`config.mk`:
```
export PLATFORM = sky130hd
export DESIGN_NAME = apb_master_arbiter_flat
export DESIGN_NICKNAME = d
export VERILOG_FILES = /design/src/rtl/apb_master_arbiter_pkg.sv /design/src/rtl/apb_master_arbiter_if.sv /design/src/rtl/apb_master_arbiter_rr_arbiter.sv /design/src/rtl/apb_master_arbiter.sv /design/src/flat_wrapper.sv
export SDC_FILE = /design/constraint.sdc
export NUM_CORES = 1
export LEC_CHECK = 0
export ABC_CLOCK_PERIOD_IN_PS = 2500
export CELL_PAD_IN_SITES_DETAIL_PLACEMENT = 1
export CELL_PAD_IN_SITES_GLOBAL_PLACEMENT = 2
export CORE_AREA = 10 10 160 162
export CTS_BUF_LIST = sky130_fd_sc_hd__clkbuf_16
export DETAILED_ROUTE_END_ITERATION = 8
export DIE_AREA = 0 0 170 172
export PLACE_DENSITY_LB_ADDON = 0.1
export SYNTH_ARGS = -nofsm -noshare
export SYNTH_HDL_FRONTEND = slang
export SYNTH_SLANG_ARGS = --single-unit
```
`constraint.sdc`:
```
create_clock -name PCLK -period 2.5 [get_ports PCLK]
set_input_delay 0.5 -clock PCLK [delete_from_list [all_inputs] [get_ports PCLK]]
set_output_delay 0.5 -clock PCLK [all_outputs]
set_load 0.1 [all_outputs]
```
`src/rtl/apb_master_arbiter_pkg.sv`:
```
// apb_master_arbiter_pkg: FSM states, APB phase encoding and width helper
package apb_master_arbiter_pkg;
  typedef enum logic [1:0] {IDLE, SETUP, ACCESS, RESP} state_e;
  // Phase bits are {PSELx, PENABLE}
  typedef enum logic [1:0] {PH_IDLE = 2'b00, PH_SETUP = 2'b10, PH_ACCESS = 2'b11} apb_phase_e;
  function automatic int clog2(input int n);
    int r;
    r = 0;
    for (int v = n - 1; v > 0; v = v >> 1) r++;
    return (r < 1) ? 1 : r;
  endfunction
endpackage

```
`src/rtl/apb_master_arbiter_if.sv`:
```
// apb_master_arbiter_if: requester, response and APB completer signals
interface apb_master_arbiter_if #(
  parameter int NREQ   = 4,
  parameter int DWIDTH = 32,
  parameter int AWIDTH = 5
);
  logic [NREQ-1:0]        req_valid;
  logic [NREQ-1:0]        req_write;
  logic [NREQ*AWIDTH-1:0] req_addr;
  logic [NREQ*DWIDTH-1:0] req_wdata;
  logic [NREQ-1:0]        req_ready;
  logic [NREQ-1:0]        rsp_valid;
  logic [DWIDTH-1:0]      rsp_rdata;
  logic                   rsp_err;
  logic                   PSELx;
  logic                   PENABLE;
  logic [AWIDTH-1:0]      PADDR;
  logic                   PWRITE;
  logic [DWIDTH-1:0]      PWDATA;
  logic [DWIDTH-1:0]      PRDATA;
  logic                   PREADY;
  logic                   PSLVERR;
  modport master (
    input  req_valid, req_write, req_addr, req_wdata, PRDATA, PREADY, PSLVERR,
    output req_ready, rsp_valid, rsp_rdata, rsp_err, PSELx, PENABLE, PADDR, PWRITE, PWDATA
  );
  modport slave (
    output req_valid, req_write, req_addr, req_wdata, PRDATA, PREADY, PSLVERR,
    input  req_ready, rsp_valid, rsp_rdata, rsp_err, PSELx, PENABLE, PADDR, PWRITE, PWDATA
  );
endinterface

```
`src/rtl/apb_master_arbiter_rr_arbiter.sv`:
```
// rr_arbiter: one-hot grant to the first request at or above ptr, wrapping
module rr_arbiter #(
  parameter int NREQ = 4,
  parameter int PW   = 2
) (
  input  logic [NREQ-1:0] req_i,
  input  logic [PW-1:0]   ptr_i,
  output logic [NREQ-1:0] gnt_o
);
  logic [NREQ-1:0] rot, low;
  // Rotate so ptr sits at bit 0, isolate the lowest set bit, rotate back
  assign rot   = NREQ'({req_i, req_i} >> ptr_i);
  assign low   = rot & (-rot);
  assign gnt_o = NREQ'(({low, low} << ptr_i) >> NREQ);
endmodule

```
`src/rtl/apb_master_arbiter.sv`:
```
// apb_master_arbiter: round-robin share of one APB completer with PREADY timeout
module apb_master_arbiter
  import apb_master_arbiter_pkg::*;
#(
  parameter int NREQ    = 4,
  parameter int DWIDTH  = 32,
  parameter int AWIDTH  = 5,
  parameter int TIMEOUT = 16
) (
  input logic PCLK,
  input logic PRESETn,
  apb_master_arbiter_if.master bus
);
  localparam int PW = clog2(NREQ);
  localparam int CW = clog2(TIMEOUT + 1);
  state_e            state_q;
  apb_phase_e        phase_q;
  logic [PW-1:0]     owner_q, owner_d, rr_q;
  logic [AWIDTH-1:0] addr_q, addr_d;
  logic              write_q, write_d;
  logic [DWIDTH-1:0] wdata_q, wdata_d, rdata_q;
  logic              err_q;
  logic [CW-1:0]     cnt_q;
  logic [NREQ-1:0]   gnt, rdy_q, rsp_q;

  rr_arbiter #(.NREQ(NREQ), .PW(PW)) u_rr (.req_i(bus.req_valid), .ptr_i(rr_q), .gnt_o(gnt));

  always_comb begin
    owner_d = '0;
    addr_d  = '0;
    write_d = 1'b0;
    wdata_d = '0;
    for (int i = 0; i < NREQ; i++)
      if (gnt[i]) begin
        owner_d = PW'(i);
        addr_d  = bus.req_addr[i*AWIDTH +: AWIDTH];
        write_d = bus.req_write[i];
        wdata_d = bus.req_wdata[i*DWIDTH +: DWIDTH];
      end
  end

  // The IDLE cycle showing req_ready is the accept cycle; arbitration is skipped there
  always_ff @(posedge PCLK or negedge PRESETn)
    if (!PRESETn) begin
      state_q <= IDLE;
      phase_q <= PH_IDLE;
      owner_q <= '0;
      rr_q    <= '0;
      addr_q  <= '0;
      write_q <= 1'b0;
      wdata_q <= '0;
      rdata_q <= '0;
      err_q   <= 1'b0;
      cnt_q   <= '0;
      rdy_q   <= '0;
      rsp_q   <= '0;
    end else begin
      rdy_q <= '0;
      rsp_q <= '0;
      case (state_q)
        IDLE:
          if (rdy_q != '0) begin
            phase_q <= PH_SETUP;
            state_q <= SETUP;
          end else if (|bus.req_valid) begin
            rdy_q   <= gnt;
            owner_q <= owner_d;
            addr_q  <= addr_d;
            write_q <= write_d;
            wdata_q <= wdata_d;
          end
        SETUP: begin
          phase_q <= PH_ACCESS;
          cnt_q   <= CW'(1);
          state_q <= ACCESS;
        end
        ACCESS:
          if (bus.PREADY || cnt_q == CW'(TIMEOUT)) begin
            phase_q <= PH_IDLE;
            state_q <= RESP;
            rsp_q   <= NREQ'(1) << owner_q;
            err_q   <= bus.PREADY ? bus.PSLVERR : 1'b1;
            rdata_q <= (bus.PREADY && !write_q) ? bus.PRDATA : '0;
          end else cnt_q <= cnt_q + CW'(1);
        RESP: begin
          rr_q    <= (owner_q == PW'(NREQ - 1)) ? '0 : owner_q + PW'(1);
          rdata_q <= '0;
          err_q   <= 1'b0;
          state_q <= IDLE;
        end
        default: state_q <= IDLE;
      endcase
    end

  assign bus.req_ready = rdy_q;
  assign bus.rsp_valid = rsp_q;
  assign bus.rsp_rdata = rdata_q;
  assign bus.rsp_err   = err_q;
  assign bus.PSELx     = phase_q[1];
  assign bus.PENABLE   = phase_q[0];
  assign bus.PADDR     = addr_q;
  assign bus.PWRITE    = write_q;
  assign bus.PWDATA    = wdata_q;
endmodule
```
`src/flat_wrapper.sv`:
```
// flat-port wrapper written by rule: the top's interface ports become plain ports
module apb_master_arbiter_flat import apb_master_arbiter_pkg::*;
#(
  parameter int NREQ    = 4,
  parameter int DWIDTH  = 32,
  parameter int AWIDTH  = 5,
  parameter int TIMEOUT = 16
)
  (PCLK, PRESETn, bus_req_valid, bus_req_write, bus_req_addr, bus_req_wdata, bus_PRDATA, bus_PREADY, bus_PSLVERR, bus_req_ready, bus_rsp_valid, bus_rsp_rdata, bus_rsp_err, bus_PSELx, bus_PENABLE, bus_PADDR, bus_PWRITE, bus_PWDATA);
  apb_master_arbiter_if #(.NREQ(NREQ), .DWIDTH(DWIDTH), .AWIDTH(AWIDTH)) bus_i ();
  input logic PCLK;
  input logic PRESETn;
  input wire logic [$bits(bus_i.req_valid)-1:0] bus_req_valid;
  input wire logic [$bits(bus_i.req_write)-1:0] bus_req_write;
  input wire logic [$bits(bus_i.req_addr)-1:0] bus_req_addr;
  input wire logic [$bits(bus_i.req_wdata)-1:0] bus_req_wdata;
  input wire logic [$bits(bus_i.PRDATA)-1:0] bus_PRDATA;
  input wire logic [$bits(bus_i.PREADY)-1:0] bus_PREADY;
  input wire logic [$bits(bus_i.PSLVERR)-1:0] bus_PSLVERR;
  output wire logic [$bits(bus_i.req_ready)-1:0] bus_req_ready;
  output wire logic [$bits(bus_i.rsp_valid)-1:0] bus_rsp_valid;
  output wire logic [$bits(bus_i.rsp_rdata)-1:0] bus_rsp_rdata;
  output wire logic [$bits(bus_i.rsp_err)-1:0] bus_rsp_err;
  output wire logic [$bits(bus_i.PSELx)-1:0] bus_PSELx;
  output wire logic [$bits(bus_i.PENABLE)-1:0] bus_PENABLE;
  output wire logic [$bits(bus_i.PADDR)-1:0] bus_PADDR;
  output wire logic [$bits(bus_i.PWRITE)-1:0] bus_PWRITE;
  output wire logic [$bits(bus_i.PWDATA)-1:0] bus_PWDATA;
  assign bus_i.req_valid = bus_req_valid;
  assign bus_i.req_write = bus_req_write;
  assign bus_i.req_addr = bus_req_addr;
  assign bus_i.req_wdata = bus_req_wdata;
  assign bus_i.PRDATA = bus_PRDATA;
  assign bus_i.PREADY = bus_PREADY;
  assign bus_i.PSLVERR = bus_PSLVERR;
  assign bus_req_ready = bus_i.req_ready;
  assign bus_rsp_valid = bus_i.rsp_valid;
  assign bus_rsp_rdata = bus_i.rsp_rdata;
  assign bus_rsp_err = bus_i.rsp_err;
  assign bus_PSELx = bus_i.PSELx;
  assign bus_PENABLE = bus_i.PENABLE;
  assign bus_PADDR = bus_i.PADDR;
  assign bus_PWRITE = bus_i.PWRITE;
  assign bus_PWDATA = bus_i.PWDATA;
  apb_master_arbiter #(.NREQ(NREQ), .DWIDTH(DWIDTH), .AWIDTH(AWIDTH), .TIMEOUT(TIMEOUT)) u_core (.PCLK(PCLK), .PRESETn(PRESETn), .bus(bus_i));
endmodule
```
==> results.md <==
* CTS Buf Count at 9
* Slew headroom at about 20%
* Final Net Count at about 950
* Core box area at between 0.02 and 0.025 sq mm
* GR Util met2 at 24.3%
* Starting density of the core at 20.6%
* Largest family of logic cells by synthesized area: compound AO/OA/AOI/OAI gates
* Area after DPL at between 0.007 and 0.008 sq mm
* Post-synthesis simple-gate area fraction at between 10% and 20%
* Layout cells sized above 1 at roughly 22%
* Endpoints failing setup at 0
* Syn_area_per_cell at just under 10 sq um
* Width of the chip at roughly 170 microns
* Die Ht at around 170 microns
* CTS Hold Buffers Added at 0
* Hold Vio Cnt, Final at 0
* Worst-Margin Slew at between 1000 and 1500 ps
* Initial DRT Pass Iterations at 4
* GRT overflow at 0
* Synth warnings at 0
* Mapped Cells at approximately 470
* Met3 usage at 6.59%
* Routed WL per cell at roughly 21 microns
* CTS Buffer Depth at 2
* Reg2reg end: u_core.bus.PWDATA[28]
* Leakage at ~3.3 nW
* # rows at 55
* Reg clk slew, reported paths at approximately 80 ps
* Xor-xnor portion of the synthesized cell area at less than 1%
* Sink Count at 92
* Max FO, Critical Path at 19
* HP Class: input pin to async pin
* PD cells at 1660 mW/mm^2
* Peak Freq at about 0.41 GHz
* Vias at 4769
* Final worst path period share at between 90% and 100%
* GR met1 Demand/Resource at between 10% and 20%
* Fin. max-slew vios at 0
* Critical Path Max Stage Delay at around 910 ps
* Post-synth cell types at between 40 and 50
* Outcome: finished, final reports clean
* Worst ir drop on vdd at approximately 0.00065 V
* Post-synthesis adder-cell area fraction at roughly 3.0%
* Root Driver: clkbuf_16
* Data required, critical path at 2780 ps
* Maxcap violations at 0
* Synth Flop Type: dfrtp_1
* R2r startpoint: u_core.rr_q[0]
* Setup Fix Bufs, Post-CTS at 0
* GPL Wtd Cong at roughly 0.8
* CP Launch Type: input pin
* Worst Reg2Reg Path Length in Cells at 6
* RSZ-0062 raised after global routing: no
* Compound-Gate Fraction of Synth Area at between 20 and 30%
* Post-Syn Nets at 671
* Yosys top cell area share at ~50%
* IO buf count at 272
* Most frequent cell after synthesis: nand2_1
* Post-synth EDFFs at 0
* Commonest cells post-synth: 94 x nand2_1, 92 x dfrtp_1, 53 x o21ai_0
* Largest net degree at the start of global routing at 47
* Placed cell count at 1015
* Area growth from synthesis to layout at 71.3%
* Layout Skew at approximately 14 ps
* Overall power consumption at approximately 13 mW
* Top Ports at about 270
* DRC at 0
* Slowest CP cell: nor2b_2
* Reg-to-reg setup timing slack at about 210 ps
* WL final at roughly 22 mm
* Final core occ at 35.3%
* Clock latency on the worst-skew pair at between 300 and 400 ps
* Initial antenna violation count at 2
* Crit path DAT at between 2000 and 3000 ps
* CP endpoint kind: flip-flop
* H-tree levels at 3
* Worst-path cell chain: clkdlybuf4s50_1 > nor3_1 > a221oi_1 > buf_4 > nor2b_2 > a221oi_2 > a21oi_2
* Resized Gates After CTS at 0
* Global route hottest layer: met2
* Register area share after synthesis at 50.0%
* Async SR Flop Fraction at between 90% and 100%
* Non-Filler Instances at between 1000 and 1500
* Ranking of synthesized cells by area: dfrtp_1 50%, nand2_1 7.7%, a221oi_1 6.1%, o21ai_0 5.8%, o22ai_1 3.4%
* Final instance area at between 0.007 and 0.008 sq mm
* Multiplexer area fraction after synthesis at less than 1%
* Post-synthesis register bit count at 92
* Starting DRC count in detailed routing at 209
* Routed vias/inst at 4.62
* Post-synth top area cell: dfrtp_1
* Final min period at 2410 ps
* First-pass GRT wire length at approximately 33 mm
* CTS tree: built
* Full die area at between 0.02 and 0.03 sq mm
* Critical path type: input pin to flip-flop
* Vias in the first global route at 5641
* # fillers at ~2600
* DP HPWL at between 15 and 20 mm
* Overall Global Routing Usage at between 10% and 20%
* Mapped Area at around 0.0046 sq mm
* Post-DRT Antenna Nets at 0
## report_power, final
group / internal (mW) / switching (mW) / leakage (nW)
logic: 2.25 / 6.71 / 2.00
registers: 2.18 / 0.455 / 1.17
clock network: 0.790 / 0.680 / 0.143
## worst max-delay path: cells and delay by family
kind / cells / cell delay, ps
simple gates: 2 / 1100
compound gates: 3 / 430
buf+inv: 2 / 630
## how the worst max path moves through the flow
stage	from	to	slack (ps)	depth (start not counted)
final	bus_req_valid[0]	u_core.bus.PWDATA[28]	90	7
after global placement	bus_req_valid[0]	u_core.bus.PWDATA[16]	-310	7
after detailed placement	bus_req_valid[0]	u_core.bus.PWDATA[3]	-370	7
after global routing	bus_req_valid[0]	u_core.bus.PWDATA[24]	0.5	7
after floorplan	u_core.bus.req_ready[1]	u_core.bus.PWDATA[16]	260	7
after CTS	bus_req_valid[0]	u_core.bus.PWDATA[24]	120	7
## stage by stage
step | hold WS [ps] | setup WS, ps | setup TNS, ps
floorplan | 204 | 260 | 0
CTS | 203 | 121 | 0
finish | 173 | 89.6 | 0
detailed placement | 476 | -371 | -10550
global placement | 464 | -315 | -8690
global route | 213 | 0.451 | 0
## layer usage
layer	part of all wire (%)	wire length, microns
met1	39	8410
met2	48	10300
met3	10	2190
met4	2.6	565
met5	0	0
## cells by family after synthesis
| logic type | after synthesis |
|---|---|
| simple gates | 125 |
| mux | 3 |
| compound gates | 185 |
| xor+xnor | 3 |
| flops | 92 |
| buf+inv | 49 |
| fa+ha+maj | 11 |
## layout make-up
| cell class | instances | area (sq um) | share of cell area, % |
|---|---|---|---|
| clock inverters | 7 | 80.1 | 1.02 |
| diodes | 1 | 2.50 | 0.0317 |
| repair buffers | 296 | 2770 | 35.2 |
| inverters | 15 | 58.8 | 0.746 |
| well taps | 285 | 357 | 4.52 |
| flip-flops and latches | 92 | 2300 | 29.2 |
| multi-input cells | 328 | 2090 | 26.5 |
| clock buffers | 9 | 225 | 2.86 |
## state kept, by name, indices dropped and copies added (netlist names)
| name | cells |
|---|---|
| u_core.bus.req_ready | 4 |
| u_core.cnt_q | 5 |
| u_core.bus.PADDR | 5 |
| u_core.rr_q | 2 |
| u_core.bus.rsp_rdata | 32 |
| u_core.bus.PWRITE | 1 |
| u_core.phase_q | 2 |
| u_core.bus.rsp_valid | 4 |
| u_core.state_q | 2 |
| u_core.bus.PWDATA | 32 |
| u_core.owner_q | 2 |
| u_core.bus.rsp_err | 1 |
## placed cells by master (no fill, tap or decap), types with 9 or more instances in the layout
cell type and instances:
a21oi_2 10, a21oi_1 21, a221oi_1 32, o21ai_0 53, o21ai_1 10, clkbuf_16 9
dfrtp_1 92, clkdlybuf4s50_1 190, a22oi_2 9, inv_1 14, buf_4 100, o22ai_1 25
nand2_1 94, nor2_1 12, ha_1 11
No activity file was read; power rests on OpenSTA's default activity.
